<file path="config.mk">
export PLATFORM = sky130hd
export DESIGN_NAME = memory_stage
export DESIGN_NICKNAME = d
export VERILOG_FILES = /design/src/rtl/pipeline_pkg.sv /design/src/rtl/flag_reg.sv /design/src/rtl/memory_stage.sv
export SDC_FILE = /design/constraint.sdc
export NUM_CORES = 1
export LEC_CHECK = 0
export ABC_AREA = 1
export ABC_CLOCK_PERIOD_IN_PS = 2270
export CORE_ASPECT_RATIO = 0.6
export CORE_MARGIN = 4
export CORE_UTILIZATION = 46
export CTS_BUF_LIST = sky130_fd_sc_hd__clkbuf_4
export DETAILED_ROUTE_END_ITERATION = 12
export GPL_TIMING_DRIVEN = 0
export PLACE_DENSITY_LB_ADDON = 0.1
export SLEW_MARGIN = 20
export SYNTH_ARGS = -nofsm -noshare
export SYNTH_HDL_FRONTEND = slang
export SYNTH_SLANG_ARGS = --single-unit
</file>
<file path="constraint.sdc">
create_clock -name clk -period 2.27 [get_ports clk]
set_clock_uncertainty 0.05 [all_clocks]
set_input_delay 0.454 -clock clk [delete_from_list [all_inputs] [get_ports clk]]
set_output_delay 0.454 -clock clk [all_outputs]
set_load 0.02 [all_outputs]
</file>
<file path="src/rtl/pipeline_pkg.sv">
// Shared definitions for the memory pipeline stage:
// state encoding, timeout limit and flag bit positions.
package pipeline_pkg;

  localparam logic [1:0] IDLE    = 2'd0;
  localparam logic [1:0] REQ     = 2'd1;
  localparam logic [1:0] WAIT_RD = 2'd2;

  localparam logic [3:0] TIMEOUT = 4'd15;

  localparam int FLAG_N = 3;
  localparam int FLAG_Z = 2;
  localparam int FLAG_V = 1;
  localparam int FLAG_C = 0;

endpackage

</file>
<file path="src/rtl/flag_reg.sv">
// Load-enabled 4-bit condition flag register.
// Synchronous active-high reset.
module flag_reg (
  input  logic       clk,
  input  logic       reset,
  input  logic       load,
  input  logic [3:0] d,
  output logic [3:0] q
);

  always_ff @(posedge clk) begin
    if (reset) begin
      q <= 4'd0;
    end else if (load) begin
      q <= d;
    end
  end

endmodule

</file>
<file path="src/rtl/memory_stage.sv">
// Memory stage: passes ALU results through, runs data-memory
// transactions with a bounded wait, and holds the flag register.
module memory_stage
  import pipeline_pkg::*;
#(
  parameter int WIDTH = 8,
  parameter int REGW  = 4
) (
  input  logic             clk,
  input  logic             reset,
  input  logic             exValid,
  input  logic [WIDTH-1:0] aluOutput,
  input  logic [WIDTH-1:0] storeData,
  input  logic             memRead,
  input  logic             memWrite,
  input  logic             regWrite,
  input  logic             flagWrite,
  input  logic [REGW-1:0]  destReg,
  input  logic             N,
  input  logic             Z,
  input  logic             V,
  input  logic             C,
  input  logic             flush,
  output logic             stall,
  output logic             memReq,
  output logic             memWe,
  output logic [WIDTH-1:0] memAddr,
  output logic [WIDTH-1:0] memWData,
  input  logic             memGnt,
  input  logic             memRValid,
  input  logic [WIDTH-1:0] memRData,
  output logic             wbValid,
  output logic             wbRegWrite,
  output logic [WIDTH-1:0] wbData,
  output logic [REGW-1:0]  wbDest,
  output logic [3:0]       flags,
  output logic             busErr
);

  logic [1:0]       state;
  logic [3:0]       cnt;
  logic [WIDTH-1:0] laddr;
  logic [WIDTH-1:0] lwdata;
  logic             lwe;
  logic             lrw;
  logic [REGW-1:0]  ldest;
  logic             accept;
  logic             ismem;
  logic             expired;
  logic [3:0]       nzvc;

  assign accept  = (state == IDLE) && exValid && !flush;
  assign ismem   = memRead || memWrite;
  assign expired = (cnt == TIMEOUT - 4'd1);

  always_comb begin
    nzvc         = 4'd0;
    nzvc[FLAG_N] = N;
    nzvc[FLAG_Z] = Z;
    nzvc[FLAG_V] = V;
    nzvc[FLAG_C] = C;
  end

  flag_reg u_flags (
    .clk   (clk),
    .reset (reset),
    .load  (accept && flagWrite),
    .d     (nzvc),
    .q     (flags)
  );

  assign stall    = (state != IDLE);
  assign memReq   = (state == REQ);
  assign memWe    = memReq && lwe;
  assign memAddr  = laddr;
  assign memWData = lwdata;

  always_ff @(posedge clk) begin
    if (reset) begin
      state      <= IDLE;
      cnt        <= 4'd0;
      laddr      <= '0;
      lwdata     <= '0;
      lwe        <= 1'b0;
      lrw        <= 1'b0;
      ldest      <= '0;
      wbValid    <= 1'b0;
      wbRegWrite <= 1'b0;
      wbData     <= '0;
      wbDest     <= '0;
      busErr     <= 1'b0;
    end else begin
      wbValid <= 1'b0;
      busErr  <= 1'b0;
      unique case (1'b1)
        (state == IDLE): begin
          if (accept && ismem) begin
            laddr  <= aluOutput;
            lwdata <= storeData;
            lwe    <= memWrite && !memRead;
            lrw    <= regWrite;
            ldest  <= destReg;
            cnt    <= 4'd0;
            state  <= REQ;
          end else if (accept) begin
            wbValid    <= 1'b1;
            wbRegWrite <= regWrite;
            wbData     <= aluOutput;
            wbDest     <= destReg;
          end
        end
        (state == REQ): begin
          if (memGnt && lwe) begin
            wbValid    <= 1'b1;
            wbRegWrite <= 1'b0;
            wbDest     <= ldest;
            state      <= IDLE;
          end else if (memGnt) begin
            cnt   <= 4'd0;
            state <= WAIT_RD;
          end else if (expired) begin
            busErr <= 1'b1;
            cnt    <= 4'd0;
            state  <= IDLE;
          end else begin
            cnt <= cnt + 4'd1;
          end
        end
        (state == WAIT_RD): begin
          if (memRValid) begin
            wbValid    <= 1'b1;
            wbRegWrite <= lrw;
            wbData     <= memRData;
            wbDest     <= ldest;
            state      <= IDLE;
          end else if (expired) begin
            busErr <= 1'b1;
            cnt    <= 4'd0;
            state  <= IDLE;
          end else begin
            cnt <= cnt + 4'd1;
          end
        end
        default: begin
          cnt   <= 4'd0;
          state <= IDLE;
        end
      endcase
    end
  end

endmodule

</file>
==> results of run 1 <==
==> worst max-delay path, delay by kind of cell, from the launching register on <==
kind       cells  cell delay (ns)
buf+inv        3             0.56
flops          1             0.43
fa+ha+maj      1             0.27
==> path summary, 6_finish.rpt <==
check	endpoint	slack, ns	cells past startpoint
setup / recovery	stall	0.15	4
hold / removal	u_flags.q[0]	0.43	2
setup reg to reg	wbData[2]	0.33	10
hold reg to reg	u_flags.q[0]	0.43	2
==> metrics by stage <==
stage	std cells	worst slack (ns)	hold WS, ns	total power [W]
after detailed placement	451	0.149	0.409	0.00179
after global placement	451	0.180	0.399	0.00177
after global routing	459	0.0627	0.446	0.00232
final	459	0.154	0.426	0.00218
after CTS	459	0.0430	0.429	0.00220
after floorplan	310	0.582	0.404	0.00146
==> routing by layer <==
layer / track usage / wire, um
met1: 0.285 / 3060
met2: 0.300 / 2660
met3: 0.0535 / 394
met4: 0.0414 / 33
met5: 0 / 0
==> power groups by stage <==
| stage | Clock, W | Combinational, W | Sequential, W |
|---|---|---|---|
| after global routing | 0.000454 | 0.000863 | 0.000999 |
| final | 0.000407 | 0.000790 | 0.000987 |
| after floorplan | 0 | 0.000379 | 0.00108 |
| after global placement | 0 | 0.000776 | 0.000997 |
| after CTS | 0.000419 | 0.000791 | 0.000986 |
| after detailed placement | 0 | 0.000789 | 0.00100 |
==> state kept, by name (all words and copies together) (netlist names) <==
signal,flops
wbRegWrite,1
memAddr,8
wbData,8
lwe,1
wbValid,1
lrw,1
wbDest,4
busErr,1
u_flags.q,4
ldest,4
state,2
memWData,8
cnt,4
==> cell type report <==
type,instances,share of cell area
clock inverter,2,0.00396
clock buffer,6,0.0143
sequential,47,0.298
tap,63,0.0250
inverter,24,0.0285
multi-input combinational,227,0.356
timing repair buffer,78,0.247
buffer,12,0.0266
==> cell usage in the layout (no fill, tap or decap), drive strengths merged <==
| cell type | n |
|---|---|
| nor2 | 72 |
| inv | 24 |
| dfxtp | 47 |
| clkdlybuf4s50 | 75 |
| nand3b | 1 |
| nor3 | 2 |
| dlymetal6s2s | 1 |
| dlygate4sd2 | 2 |
| mux2i | 8 |
| clkbuf | 12 |
| clkinv | 2 |
| o21ai | 22 |
| a21oi | 19 |
| nand3 | 25 |
| a31oi | 1 |
| nand4 | 1 |
| nand2 | 64 |
| a21boi | 4 |
| and2b | 1 |
| buf | 6 |
| ha | 7 |
==> timing repair <==
action                                  4_1_cts  5_1_grt
endpoints found under the setup margin        3        1
gates resized for setup                       4        1
hold buffers                                  0        0
endpoints found under the hold margin         0        0
cloned                                        0        0
setup buffers                                 0        0
==> logic make-up after synthesis <==
logic type / share of synthesized area
adders and majority gates: 0.0392
AOI/OAI and AO/OA: 0.111
buffers and inverters: 0.0778
muxes: 0.0358
and+or+nand+nor: 0.315
DFF: 0.421
==> summary.txt, run 1 <==
Cell Area, Synth: 2240 um^2
Iteration-0 DRC Markers: 111
Largest net degree at the start of global routing: 15
Die width: 98.0 um
Most common cell in the netlist: nor2_1
Tot GR Track Use: 0.198
Slew headroom: 0.670
Worst EP required: 1.77 ns
Chip Height: 62.0 um
Clk pwr share: 0.186
Final hold vios: 0
Synth top area share: 0.421
Syn. warnings: 0
Synthesis-to-layout area growth: 41.2%
TritonCTS clock tree: yes
F_max: 473 MHz
Post-synth top cells: 71 x nor2_1, 60 x nand2_1, 47 x dfxtp_1, 23 x inv_1, 23 x nand3_1
Cells after Synth: 310
Clock-pin slew on the worst setup and hold paths: 0.15 ns
Syn_area_per_cell: 7.21 um^2
Main synth FF type: dfxtp_1
Total of max-cap violations: 0
Actual slew at the worst max-slew pin: 0.495 ns
Outcome: finished, final reports clean
Final instance area: 3160 um^2
Biggest area consumer among synthesized cells: dfxtp_1
Power Density: 692 nW/um^2
Post-DRT Antenna Nets: 0
Final period util: 0.932
Area taken by multi-input logic gates: 1120 um^2
EDFF count, synth: 0
Syn nets: 359
Seq pwr share: 0.452
WL/cell: 13.4 um
Final wirelength: 6.15 mm
Core ar.: 4640 um^2
Slowest library cell on the worst path: dfxtp_1
Share of layout cells above drive strength 1: 0.0657
Post-layout min period: 2.12 ns
Share of the yosys chip area belonging to registers: 0.421
Core Util, Final: 0.681
Num Clock Sinks: 47
Setup crit start: state[1]
Hold Crit Start: u_flags.q[0]
P_sw: 0.000778 W
Root buf cell: clkbuf_4
Async S/R FF share, synth: 0
Vias per cell: 4.86
Critical R2R Launch: state[1]
Clock buffer depth: 2
Switching Fraction: 0.356
Gpl congestion: 0.863
Worst-skew pair later-pin latency: 0.36 ns
Max Fanout on Critical Path: 5
DIE AREA: 6080 um^2
Netlist cell types: 26
Initial Util: 0.482
Leakage: 1.31 nW
Worst VDD drop: 0.556 mV
Comb pwr share: 0.361
Pre-antenna DRT Iters: 4
First-pass GRT wire length: 9.50 mm
Hpwl dp: 4.74 mm
Unrepaired setup endpoints after global routing: false
Reg area: 942 um^2
Critical path type: reg -> out
Setup TNS: 0 ns
Crit-path cells: inv_1 -> ha_1 -> inv_2 -> dlygate4sd2_1
Yosys reg bits: 47
Ranking of synthesized cells by area: dfxtp_1 42%, nor2_1 12%, nand2_1 10%
FILL cells: 418
# DRC: 0
Crit path largest cell delay: 0.43 ns
Via count: 2,230
Power Internal: 0.00141 W
# IOs: 80
Ant. Diodes: 0
Endpoint type of the worst setup path: output port
Vias in the first global route: 1,951
Grt total ovfl: 0
Startpoint types: flip-flop
Crit path DAT: 1.61 ns
Initial antenna violation count: 0
Std cell rows: 19
Nets@finish: 444
Slew Limit Fails: 0
H-tree levels: 2
Buffers on Ports: 78
Final setup viols: 0
Placed Area: 3100 um^2
Num CTS Buffers: 5
Hold Path Class: reg -> reg
Power figures use the tool's default switching activity.
==> inputs of run 2 (changes only) <==
Settings changed: ABC_CLOCK_PERIOD_IN_PS 2270 to 2380, CORE_ASPECT_RATIO 0.6 to 1.2.
Clock period 2.27 ns to 2.38 ns, I/O delays scaled along.
==> run 2 against run 1 <==
Against the previous run:
- setup slack worse by 0.038 ns
- routed wire length fell by 11%
- clock power shrank 12%
- die area fell by 0.53%
- sequential cell count unchanged
- via count decreased by 3.0%
- total power down 7.2%
- non-clock buffer count is the same
- critical path type unchanged
- first-iteration DRC count shrank 1.8%
- clock-buffer cell count shrank 1
- worst hold slack lost 0.0057 ns
==> summary.txt, run 2 (synthesis gave the netlist of run 1 again) <==
Max Fanout on Critical Path: 7 (+2)
Endpoint type of the worst setup path: output port
Total power: 0.00203 W (-7.2%)
Unrepaired setup endpoints after global routing: false
Largest net degree at the start of global routing: 14 (-1)
Setup TNS: 0 ns (unchanged)
Num CTS Buffers: 5 (unchanged)
Tot GR Track Use: 0.188 (-0.0101)
Actual slew at the worst max-slew pin: 0.461 ns (-0.0338 ns)
Startpoint types: flip-flop
Num Clock Sinks: 47 (unchanged)
H-tree levels: 2 (unchanged)
Seq pwr share: 0.460 (+0.008)
Met3 Track Usage GR: 0.0455 (-0.00800)
Via count: 2,162 (-3.0%)
Vias per cell: 4.77 (-1.8%)
# IOs: 80 (unchanged)
Grt total ovfl: 0 (unchanged)
Nets@finish: 444 (unchanged)
Slew headroom: 0.693 (+0.0225)
Total of max-cap violations: 0 (unchanged)
GR Util met2: 0.324 (+0.0246)
Switching Fraction: 0.348 (-0.00825)
Worst VDD drop: 0.316 mV (-43%)
Std cell rows: 27 (+8)
Ant. Diodes: 0 (unchanged)
Commonest non-fill, non-tap cells in the layout: 76 x clkdlybuf4s50_1, 71 x nor2_1, 60 x nand2_1
Root buf cell: clkbuf_4
Gpl congestion: 0.865 (+0.15%)
CTS Hold Bufs: 0 (unchanged)
Chip Height: 84.4 um (+36%)
Post-layout min period: 2.26 ns
Crit path DAT: 1.74 ns (+0.13 ns)
First-pass GRT wire length: 9.20 mm (-3.1%)
Initial Util: 0.480 (-0.00272)
Slew Limit Fails: 0 (unchanged)
P_sw: 0.000705 W (-9.4%)
Leakage: 1.31 nW (-0.50%)
Power Internal: 0.00132 W (-6.1%)
Top cell family by delay on the critical path: buffers and inverters
Crit path largest cell delay: 0.63 ns (+0.20 ns)
F_max: 442 MHz
Final hold vios: 0 (unchanged)
Buffers on Ports: 78 (unchanged)
# DRC: 0 (unchanged)
TritonCTS clock tree: yes
CP Buf/Inv Count: 2 (-1)
Clock-pin slew on the worst setup and hold paths: 0.13 ns (-0.02 ns)
Slowest library cell on the worst path: clkdlybuf4s50_1
WL/cell: 12.1 um (-9.5%)
Critical path type: reg -> out
Worst-skew pair later-pin latency: 0.36 ns (about the same)
Share of layout cells above drive strength 1: 0.0633 (-0.00237)
Iteration-0 DRC Markers: 109 (-1.8%)
Power Density: 645 nW/um^2 (-6.8%)
Worst EP required: 1.85 ns (+0.08 ns)
Pre-antenna DRT Iters: 4 (unchanged)
Post-CTS Setup Inserts: 0 (unchanged)
Final period util: 0.951
Final setup viols: 0 (unchanged)
Vias in the first global route: 2,054 (+5.3%)
Met1 Track Usage GR: 0.228 (-0.0569)
Hold Path Class: reg -> reg
Clock buffer depth: 2 (unchanged)
Grt peak-use layer: met2
FILL cells: 427 (+2.2%)
Hpwl dp: 4.19 mm (-12%)
Final wirelength: 5.49 mm (-11%)
Die width: 71.6 um (-27%)
Comb pwr share: 0.364 (+0.003)
Outcome: finished, final reports clean
Synthesis-to-layout area growth: 40.5%
DIE AREA: 6040 um^2 (-0.53%)
Most common cell after layout, fill and taps aside: clkdlybuf4s50_1
Post-DRT Antenna Nets: 0 (unchanged)
Crit-path cells: inv_1 -> ha_2 -> clkdlybuf4s50_1
Core ar.: 4660 um^2 (+0.57%)
Clk pwr share: 0.176 (-0.010)
Initial antenna violation count: 0 (unchanged)
==> run 2: area by class of cell <==
class	instances	area (um^2)	share of cell area
Buffer	12	83.8	0.0267
Clock buffer	5	37.5	0.0120
Clock inverter	2	8.76	0.00279
Inverter	24	90.1	0.0287
Multi-Input combinational cell	227	1120	0.358
Sequential cell	47	942	0.300
Tap cell	58	72.6	0.0231
Timing Repair Buffer	78	782	0.249
==> run 2: power by group through the flow <==
stage | Combinational (W) | Clock, W | Sequential [W]
floorplan | 0.000362 | 0 | 0.00103
global placement | 0.000734 | 0 | 0.000947
detailed placement | 0.000741 | 0 | 0.000950
CTS | 0.000744 | 0.000375 | 0.000933
global route | 0.000809 | 0.000408 | 0.000947
finish | 0.000737 | 0.000357 | 0.000933
==> run 2: metal layers <==
| layer | up-vias | wire, um |
|---|---|---|
| met5 | - | 0 |
| met4 | 0 | 77 |
| met3 | 8 | 296 |
| met2 | 48 | 2600 |
| met1 | 947 | 2520 |
| li1 | 1159 | - |
==> run 2: what timing repair did <==
action	4_1_cts	5_1_grt
resized for setup	3	1
hold endpoints to repair	0	0
setup endpoints to repair	2	1
gates cloned	0	0
==> run 2: worst reg2reg max path, delay by kind of cell, from the launching register on <==
kind,cells,cell delay (ns)
flip-flops,1,0.38
buffers and inverters,2,0.27
AO/OA/AOI/OAI,1,0.13
AND/OR/NAND/NOR,6,0.70
adder cells (fa/ha/maj),1,0.29
==> run 2: path summary, 6_finish.rpt <==
path | start | to | slack [ns] | depth (start not counted)
max | state[1] | memReq | 0.12 | 3
min | u_flags.q[0] | u_flags.q[0] | 0.42 | 2
max reg2reg | state[1] | wbData[5] | 0.47 | 10
min reg2reg | u_flags.q[0] | u_flags.q[0] | 0.42 | 2
==> run 2: per-stage QoR <==
stage	std cells	utilization	setup WS, ns	hold WS [ns]	area, um^2
2_1_floorplan	310	-	0.692	0.404	2240
3_3_place_gp	446	0.663	0.279	0.398	3090
3_5_place_dp	446	0.663	0.262	0.405	3090
4_1_cts	453	0.673	0.0141	0.422	3140
5_1_grt	453	0.674	0.0318	0.442	3140
6_report	453	0.674	0.116	0.421	3140
==> inputs of run 3 (changes only) <==
Settings changed: CORE_MARGIN 4 to 5.
==> run 3 against run 2 <==
Against the previous run:
- sequential cell count did not move
- sequential share of layout area fell by 0.11 points
- critical path depth did not move
- worst hold slack barely moved
- maximum frequency rose by 0.56%
- register-to-register slack improved by 0.02 ns
- clock power rose by 8.7%
- critical endpoint unchanged
- highest routed layer unchanged
==> summary.txt, run 3 (synthesis gave the netlist of run 1 again) <==
Via count: 2,179 (+0.79%)
Slew Limit Fails: 0 (unchanged)
Hpwl dp: 4.34 mm (+3.4%)
Num CTS Buffers: 5 (unchanged)
Grt total ovfl: 0 (unchanged)
First-pass GRT wire length: 9.27 mm (+0.67%)
Power Density: 654 nW/um^2 (+1.3%)
Critical path type: reg -> out
DIE AREA: 6360 um^2 (+5.2%)
Inst Count DP: 446 (unchanged)
# IOs: 80 (unchanged)
FILL cells: 438 (+2.6%)
Initial Util: 0.480 (unchanged)
Iteration-0 DRC Markers: 155 (+42%)
Largest net degree at the start of global routing: 16 (+2)
Buffers on Ports: 78 (unchanged)
# DRC: 0 (unchanged)
Tot GR Track Use: 0.182 (-0.00546)
Initial antenna violation count: 0 (unchanged)
TritonCTS clock tree: yes
Pre-antenna DRT Iters: 4 (unchanged)
Placed Area: 3090 um^2 (unchanged)
Worst-skew pair later-pin latency: 0.37 ns (about the same)
Final wirelength: 5.63 mm (+2.5%)
Setup TNS: 0 ns (unchanged)
CTS Hold Bufs: 0 (unchanged)
Post-CTS Setup Inserts: 0 (unchanged)
Slew headroom: 0.673 (-0.0197)
Crit path DAT: 1.73 ns (about the same)
Actual slew at the worst max-slew pin: 0.491 ns (+0.0296 ns)
Root buf cell: clkbuf_4
Final period util: 0.946 (-0.00532)
Setup slack, reg-to-reg: 0.49 ns (+0.02 ns)
Post-DRT Antenna Nets: 0 (unchanged)
Final setup viols: 0 (unchanged)
Hold Path Class: reg -> reg
Top cell family by delay on the critical path: buffers and inverters
Startpoint types: flip-flop
Hold slack final: 0.421 ns (+0.000250 ns)
Worst EP required: 1.85 ns (about the same)
Clock-pin slew on the worst setup and hold paths: 0.13 ns (about the same)
Final instance area: 3150 um^2 (+0.36%)
Nets@finish: 444 (unchanged)
Share of layout cells above drive strength 1: 0.0657 (+0.00237)
Final hold vios: 0 (unchanged)
Endpoint type of the worst setup path: output port
Ant. Diodes: 0 (unchanged)
Non-filler cells, final: 454 (+0.22%)
Post-layout min period: 2.25 ns (-0.0127 ns)
Crit path largest cell delay: 0.63 ns (about the same)
Synthesis-to-layout area growth: 41.0%
Unrepaired setup endpoints after global routing: false
CP Buf/Inv Count: 2 (unchanged)
Clock buffer depth: 2 (unchanged)
Gpl congestion: 0.851 (-1.5%)
Total of max-cap violations: 0 (unchanged)
F_max: 444 MHz (+0.56%)
Chip Height: 86.4 um (+2.4%)
Core ar.: 4660 um^2 (unchanged)
Vias in the first global route: 2,036 (-0.88%)
Std cell rows: 27 (unchanged)
Num Clock Sinks: 47 (unchanged)
Commonest non-fill, non-tap cells in the layout: 76 x clkdlybuf4s50_1, 71 x nor2_1, 60 x nand2_1
H-tree levels: 2 (unchanged)
Most common cell after layout, fill and taps aside: clkdlybuf4s50_1
Leakage: 1.31 nW (about the same)
Slowest library cell on the worst path: clkdlybuf4s50_1
Max Fanout on Critical Path: 7 (unchanged)
Die width: 73.6 um (+2.8%)
Total power: 0.00206 W (+1.7%)
Crit-path cells: inv_1 -> ha_2 -> clkdlybuf4s50_1
Vias per cell: 4.80 (+0.56%)
WL/cell: 12.4 um (+2.2%)
Worst VDD drop: 0.423 mV (+34%)
Outcome: finished, final reports clean
## run 3: report_power, final
part | switching, W | internal (W) | leakage (nW)
clock network | 0.000274 | 0.000114 | 0.0288
logic | 0.000403 | 0.000336 | 0.894
registers | 0.0000541 | 0.000879 | 0.386
## run 3: through the flow
stage	setup WS, ns	utilization
after floorplan	0.692	-
after global placement	0.276	0.663
after detailed placement	0.244	0.663
after CTS	-0.0481	0.675
after global routing	0.00676	0.676
final	0.129	0.676
## run 3: timing repair
action | 4_1_cts | 5_1_grt
gates resized for setup | 2 | 2
endpoints found under the setup margin | 2 | 2
cloned | 0 | 0
## run 3: worst register-to-register path: stages (launching register included)
cell      delay (ns)
dfxtp_1         0.38
inv_1           0.11
ha_1            0.28
nand2_2         0.09
nor2_4          0.20
nand2_4         0.12
clkbuf_1        0.26
o21ai_0         0.27
nor2_1          0.06
## run 3: per-layer routing
metal  global-route usage  part of all wire  wire (um)  vias up
met5                    0                 0          0        -
met4               0.0659            0.0096         54        0
met3               0.0394             0.064        361        4
met2                0.299              0.49       2750       58
met1                0.232              0.44       2470      960
li1                     -                 -          -     1157
## run 3: final cells by class
| type | count | area [um^2] | area share |
|---|---|---|---|
| multi-input cells | 227 | 1120 | 0.356 |
| repair buffers | 78 | 782 | 0.248 |
| flip-flops and latches | 47 | 942 | 0.299 |
| inverters | 24 | 90.1 | 0.0286 |
| clock buffers | 5 | 37.5 | 0.0119 |
| plain buffers | 12 | 83.8 | 0.0266 |
| clock inverters | 3 | 20.0 | 0.00635 |
| well taps | 58 | 72.6 | 0.0230 |
## run 3: worst paths after layout
path / from / to / cells past startpoint
hold reg to reg: u_flags.q[0] / u_flags.q[0] / 2
setup reg to reg: state[1] / memAddr[4] / 8
hold / removal: u_flags.q[0] / u_flags.q[0] / 2
setup / recovery: state[1] / memReq / 3
